===== src/rtl/blitstop_mc_if.sv =====
// Blitter stop/collision controller bus: GPU register access plus
// per-channel write/inhibit lines and the controller's outputs.
interface blitstop_mc_if #(
    parameter int NCH = 2
);
    logic [31:0]    gpu_din;
    logic           stopld;
    logic           statrd;
    logic [NCH-1:0] dwrite;
    logic [NCH-1:0] nowrite;
    logic           stopped;
    logic           reset_n;
    logic [31:0]    gpu_dout;
    logic           gpu_dout_oe;

    modport master (
        output gpu_din, stopld, statrd, dwrite, nowrite,
        input  stopped, reset_n, gpu_dout, gpu_dout_oe
    );

    modport slave (
        input  gpu_din, stopld, statrd, dwrite, nowrite,
        output stopped, reset_n, gpu_dout, gpu_dout_oe
    );
endinterface


===== src/rtl/blitstop_mc.sv =====
// Blitter collision stop controller: IDLE/STOPPED/RESET FSM with status.
// Optional saturating collision counter under BLITSTOP_COLLCNT_EN.
module blitstop_mc #(
    parameter int NCH    = 2,
    parameter int RSTLEN = 1,
    parameter int CNTW   = 8
) (
    input  logic          clk_0,
    input  logic          xreset,
    blitstop_mc_if.slave  bus
);
    localparam logic [1:0] S_IDLE = 2'd0;
    localparam logic [1:0] S_STOP = 2'd1;
    localparam logic [1:0] S_RST  = 2'd2;
    localparam logic [3:0] RST_INIT = 4'(RSTLEN - 1);

    logic [1:0]     state_q, state_d;
    logic [NCH-1:0] stopen_q, stopen_d;
    logic [NCH-1:0] collb_q;
    logic [NCH-1:0] pend_q, pend_d;
    logic [2:0]     chan_q, chan_d;
    logic [3:0]     rcnt_q, rcnt_d;
    logic           stopped_q;
    logic [NCH-1:0] collidea, collide;
    logic [2:0]     low_ch;
    logic           go_stop;
    logic [CNTW-1:0] ccnt_q;
    logic [31:0]    dout;
    logic           unused_din;

    assign unused_din = ^bus.gpu_din;
    assign collidea = bus.nowrite & bus.dwrite & stopen_q;
    assign collide  = collidea & ~collb_q;

    always_comb begin
        low_ch = '0;
        for (int i = NCH - 1; i >= 0; i--) begin
            if (collide[i]) low_ch = 3'(i);
        end
    end

    always_comb begin
        state_d  = state_q;
        pend_d   = pend_q;
        chan_d   = chan_q;
        rcnt_d   = rcnt_q;
        go_stop  = 1'b0;
        stopen_d = bus.stopld ? bus.gpu_din[8+:NCH] : stopen_q;
        case (state_q)
            S_IDLE: begin
                // a collision beats any resume/abort bits in the same write
                if (|collide) begin
                    state_d = S_STOP;
                    chan_d  = low_ch;
                    pend_d  = collide;
                    go_stop = 1'b1;
                end
            end
            S_STOP: begin
                if (bus.stopld && bus.gpu_din[1]) begin
                    state_d = S_RST;
                    rcnt_d  = RST_INIT;
                end else if (bus.stopld && bus.gpu_din[0]) begin
                    state_d = S_IDLE;
                end else begin
                    pend_d = pend_q | collide;
                end
            end
            S_RST: begin
                if (rcnt_q == 4'd0) begin
                    state_d = S_IDLE;
                    pend_d  = '0;
                    chan_d  = '0;
                end else begin
                    rcnt_d = rcnt_q - 4'd1;
                end
            end
            default: state_d = S_IDLE;
        endcase
    end

    always_ff @(posedge clk_0) begin
        if (xreset) begin
            state_q   <= S_IDLE;
            stopen_q  <= '0;
            collb_q   <= '0;
            pend_q    <= '0;
            chan_q    <= '0;
            rcnt_q    <= '0;
            stopped_q <= 1'b0;
        end else begin
            state_q   <= state_d;
            stopen_q  <= stopen_d;
            collb_q   <= collidea;
            pend_q    <= pend_d;
            chan_q    <= chan_d;
            rcnt_q    <= rcnt_d;
            stopped_q <= (state_d == S_STOP);
        end
    end

`ifdef BLITSTOP_COLLCNT_EN
    logic [CNTW-1:0] ccnt_d;

    always_comb begin
        ccnt_d = ccnt_q;
        if (bus.stopld && bus.gpu_din[3]) begin
            ccnt_d = '0;
        end else if (go_stop && (ccnt_q != '1)) begin
            ccnt_d = ccnt_q + CNTW'(1);
        end
    end

    always_ff @(posedge clk_0) begin
        if (xreset) ccnt_q <= '0;
        else        ccnt_q <= ccnt_d;
    end
`else
    logic unused_go;
    assign unused_go = go_stop;
    assign ccnt_q    = '0;
`endif

    always_comb begin
        dout = '0;
        if (bus.statrd) begin
            dout[1]        = stopped_q;
            dout[2]        = (state_q == S_RST);
            dout[6:4]      = chan_q;
            dout[8+:NCH]   = pend_q;
            dout[16+:CNTW] = ccnt_q;
        end
    end

    assign bus.stopped     = stopped_q;
    assign bus.reset_n     = ~(xreset | (state_q == S_RST));
    assign bus.gpu_dout    = dout;
    assign bus.gpu_dout_oe = bus.statrd;
endmodule


===== src/flat_wrapper.sv =====
// flat-port wrapper written by rule: the top's interface ports become plain ports
module blitstop_mc_flat 
#(
    parameter int NCH    = 2,
    parameter int RSTLEN = 1,
    parameter int CNTW   = 8
)
  (clk_0, xreset, bus_gpu_din, bus_stopld, bus_statrd, bus_dwrite, bus_nowrite, bus_stopped, bus_reset_n, bus_gpu_dout, bus_gpu_dout_oe);
  blitstop_mc_if #(.NCH(NCH)) bus_i ();
  input  logic clk_0;
  input  logic xreset;
  input wire logic [$bits(bus_i.gpu_din)-1:0] bus_gpu_din;
  input wire logic [$bits(bus_i.stopld)-1:0] bus_stopld;
  input wire logic [$bits(bus_i.statrd)-1:0] bus_statrd;
  input wire logic [$bits(bus_i.dwrite)-1:0] bus_dwrite;
  input wire logic [$bits(bus_i.nowrite)-1:0] bus_nowrite;
  output wire logic [$bits(bus_i.stopped)-1:0] bus_stopped;
  output wire logic [$bits(bus_i.reset_n)-1:0] bus_reset_n;
  output wire logic [$bits(bus_i.gpu_dout)-1:0] bus_gpu_dout;
  output wire logic [$bits(bus_i.gpu_dout_oe)-1:0] bus_gpu_dout_oe;
  assign bus_i.gpu_din = bus_gpu_din;
  assign bus_i.stopld = bus_stopld;
  assign bus_i.statrd = bus_statrd;
  assign bus_i.dwrite = bus_dwrite;
  assign bus_i.nowrite = bus_nowrite;
  assign bus_stopped = bus_i.stopped;
  assign bus_reset_n = bus_i.reset_n;
  assign bus_gpu_dout = bus_i.gpu_dout;
  assign bus_gpu_dout_oe = bus_i.gpu_dout_oe;
  blitstop_mc #(.NCH(NCH), .RSTLEN(RSTLEN), .CNTW(CNTW)) u_core (.clk_0(clk_0), .xreset(xreset), .bus(bus_i));
endmodule

===== config.mk =====
export PLATFORM = sky130hd
export DESIGN_NAME = blitstop_mc_flat
export DESIGN_NICKNAME = d
export VERILOG_FILES = /design/src/rtl/blitstop_mc_if.sv /design/src/rtl/blitstop_mc.sv /design/src/flat_wrapper.sv
export SDC_FILE = /design/constraint.sdc
export NUM_CORES = 1
export LEC_CHECK = 0
export CELL_PAD_IN_SITES_DETAIL_PLACEMENT = 0
export CELL_PAD_IN_SITES_GLOBAL_PLACEMENT = 2
export CORE_ASPECT_RATIO = 1.5
export CORE_MARGIN = 10
export CORE_UTILIZATION = 33
export CTS_BUF_LIST = sky130_fd_sc_hd__clkbuf_8
export DETAILED_ROUTE_END_ITERATION = 12
export DONT_BUFFER_PORTS = 1
export PLACE_DENSITY_LB_ADDON = 0.1
export SYNTH_ARGS = -nofsm -noshare
export SYNTH_HDL_FRONTEND = slang
export SYNTH_SLANG_ARGS = --single-unit

===== constraint.sdc =====
create_clock -name clk_0 -period 1.9 [get_ports clk_0]
set_input_delay 0.38 -clock clk_0 [delete_from_list [all_inputs] [get_ports clk_0]]
set_output_delay 0.38 -clock clk_0 [all_outputs]
set_load 0.03 [all_outputs]

==> impl_metrics.env <==
export IMPL_top_layer_used="met4"
export IMPL_hp_start="xreset"
export IMPL_clock_skew_ns=0.00487
export IMPL_cp_required_ns=1.52
export IMPL_diodes=0
export IMPL_final_cell_area_um2=986
export IMPL_peakVddDrop_uv=369
export IMPL_cts_root_buf="clkbuf_8"
export IMPL_r2r_cells=6
export IMPL_hold_class="in2reg"
export IMPL_leakagePower_nw=0.425
export IMPL_clk_path_buf_depth=2
export IMPL_holdPathStages=1
export IMPL_cts_setup_buffers=0
export IMPL_synthFlopType="dfxtp_1"
export IMPL_crit_type="reg2out"
export IMPL_grt_pass1_wl_um=3510
export IMPL_reg2reg_slack_ns=0.31
export IMPL_dr_total_vias=684
export IMPL_clock_fmax_ghz=0.580
export IMPL_coreArea_um2=2910
export IMPL_overflow=0
export IMPL_initial_core_util=0.342
export IMPL_met1_length_um=805
export IMPL_grt_max_degree=12
export IMPL_synthArstFlopShare=0
export IMPL_cts_clk_slew_worst_paths_ns=0.06
export IMPL_max_cap_viol_count=0
export IMPL_whs_ns=0.200
export IMPL_finalHoldViolations=0
export IMPL_cp_max_fo=7
export IMPL_drt_iter0_markers=18
export IMPL_r2r_start="u_core.rcnt_q[0]"
export IMPL_vias_per_cell=4.36
export IMPL_slew_violations=0
export IMPL_fin_util=0.338
export IMPL_holdPathEnd="u_core.pend_q[1]"
export IMPL_die_area_um2=5660
export IMPL_synth_seq_cells=14
export IMPL_ioPinCount=75
export IMPL_postLayoutSetupSlackWorst_ns=0.175
export IMPL_yosys_cell_types_count=35
export IMPL_cp_end_kind="primary output"
export IMPL_rsz0062_at_grt="no"
export IMPL_avgSynthCellArea_um2=8.51
export IMPL_cts_buffers=3
export IMPL_cts_sinks=14
export IMPL_synth_edff_count=0
export IMPL_final_nets=165
export IMPL_wl_met3_um=155
export IMPL_drc_errors=0
export IMPL_routed_wl_met2_um=1310
export IMPL_rr_endpoint="u_core.bus.stopped"
export IMPL_insertion_delay_ns=0.24
export IMPL_setup_viol=0
export IMPL_die_y_um=87.3
export IMPL_cts_tree="done"
export IMPL_wire_per_inst_um=14.6
export IMPL_routed_wl_um=2290
export IMPL_place_ws_ns=0.315
export IMPL_num_fill_cells=323
export IMPL_cts_resized=0
export IMPL_yosysSeqAreaShare=0.281
export IMPL_syn_to_final_growth_pct=-1.00
export IMPL_htreeDepth=1
export IMPL_power_density_nw_per_um2=797
export IMPL_track_usage=0.0803
export IMPL_drt_pass1_iter_count=4
export IMPL_placed_cell_area_um2=931
export IMPL_drtAntennaViolNets=0
export IMPL_antenna_found_initial=0
export IMPL_hold_buffers=0
export IMPL_outcome="finished, final reports clean"
export IMPL_fin_setup_tns_ns=0
export IMPL_fin_crit_ns=1.73
export IMPL_period_share=0.908
export IMPL_gp_congestion=0.778
export IMPL_netlist_area_um2=996
export IMPL_fp_row_count=24
export IMPL_grt_pass1_vias=709
export IMPL_hpwl_um=1940
export IMPL_worstSetupStartpointType="flop"
export IMPL_final_layout_size_suffix_gt1_frac=0.0932
export IMPL_io_buffers=0
export IMPL_yosys_warnings=0
export IMPL_cp_arrival_ns=1.35
export IMPL_syn_inst=117
export IMPL_die_w_um=64.9
==> logic make-up (layout without fill, tap and decap cells) <==
logic type                 Yosys count  in the layout  share of synthesized area
buffers and inverters               35             10                      0.239
AOI/OAI and AO/OA                   20             20                      0.157
and+or+nand+nor                     36             36                      0.197
DFF                                 14             14                      0.281
adders and majority gates            6              6                     0.0754
xor gates and xnor gates             3              3                     0.0264
muxes                                2              2                     0.0201
other                                1             27                    0.00377
==> power by group <==
part	total (W)	switching, W	internal [W]	leakage (nW)
clock	0.000287	0.000104	0.000183	0.0288
sequential	0.000323	0.0000141	0.000309	0.114
combinational	0.000176	0.000127	0.0000483	0.283
total	0.000786	0.000245	0.000540	0.425
==> layer usage <==
metal	global-route usage	up-vias
met3	0.0284	2
met4	0.0410	0
li1	-	345
met1	0.0688	317
met5	0	-
met2	0.156	20
==> stage by stage <==
step	total power [W]	instances
floorplan	0.000534	143
global placement	0.000501	153
detailed placement	0.000502	153
CTS	0.000800	157
global route	0.000832	157
finish	0.000786	157
==> cells in the mapped netlist, types with 2 or more instances <==
cell / n / area [um2]
a211oi_1: 3 / 22.5
a21oi_1: 2 / 10.0
a31oi_1: 3 / 18.8
and2_1: 6 / 37.5
buf_4: 28 / 210
dfxtp_1: 14 / 280
ha_1: 6 / 75.1
inv_1: 5 / 18.8
mux2i_1: 2 / 20.0
nand2_1: 6 / 22.5
nand3_1: 2 / 10.0
nand4_1: 2 / 12.5
nand4b_1: 2 / 17.5
nor2_1: 12 / 45.0
nor3_1: 2 / 10.0
o21ai_0: 2 / 10.0
xor2_1: 2 / 17.5
==> cell type report <==
class	instances	area (um2)	share of cell area
clock buffer	4	55.1	0.0558
multi-input combinational	94	576	0.584
sequential	14	280	0.284
tap	39	48.8	0.0495
inverter	5	18.8	0.0190
timing repair buffer	1	7.51	0.00761
==> how the worst max path moves through the flow <==
stage / start / endpoint / slack [ns] / cells past startpoint
3_5_place_dp: u_core.rcnt_q[0] / u_core.bus.stopped / 0.31 / 6
5_1_grt: u_core.state_q[0] / bus_gpu_dout[2] / 0.07 / 3
6_report: u_core.state_q[0] / bus_gpu_dout[2] / 0.17 / 3
4_1_cts: u_core.state_q[0] / bus_gpu_dout[2] / 0.14 / 3
2_1_floorplan: u_core.state_q[0] / bus_reset_n / 0.41 / 3
3_3_place_gp: u_core.rcnt_q[0] / u_core.bus.stopped / 0.30 / 6
==> layout by cell type (no fill, tap or decap), drive strengths merged, types with 2 or more instances in the layout <==
cell type	Yosys	routed
clkbuf	1	4
a211oi	4	4
nand3	2	2
nor2	12	12
nand4	2	2
a31oi	3	3
conb	1	27
ha	6	6
mux2i	2	2
inv	5	5
dfxtp	14	14
o21ai	3	3
nor3	2	2
nand2	6	6
xor2	2	2
and2	6	6
a21oi	2	2
nand4b	2	2
==> critical path, cell delays in order, from the launching register on <==
cell and delay, ns:
dfxtp_1 0.34, inv_1 0.08, ha_1 0.32, and2_1 0.36
==> sequential cells by signal, indices dropped and copies added, names as in the netlist <==
signal,flops
u_core.collb_q,2
u_core.bus.stopped,1
u_core.state_q,2
u_core.pend_q,2
u_core.chan_q,1
u_core.stopen_q,2
u_core.rcnt_q,4
(Power assumes the default switching activity.)
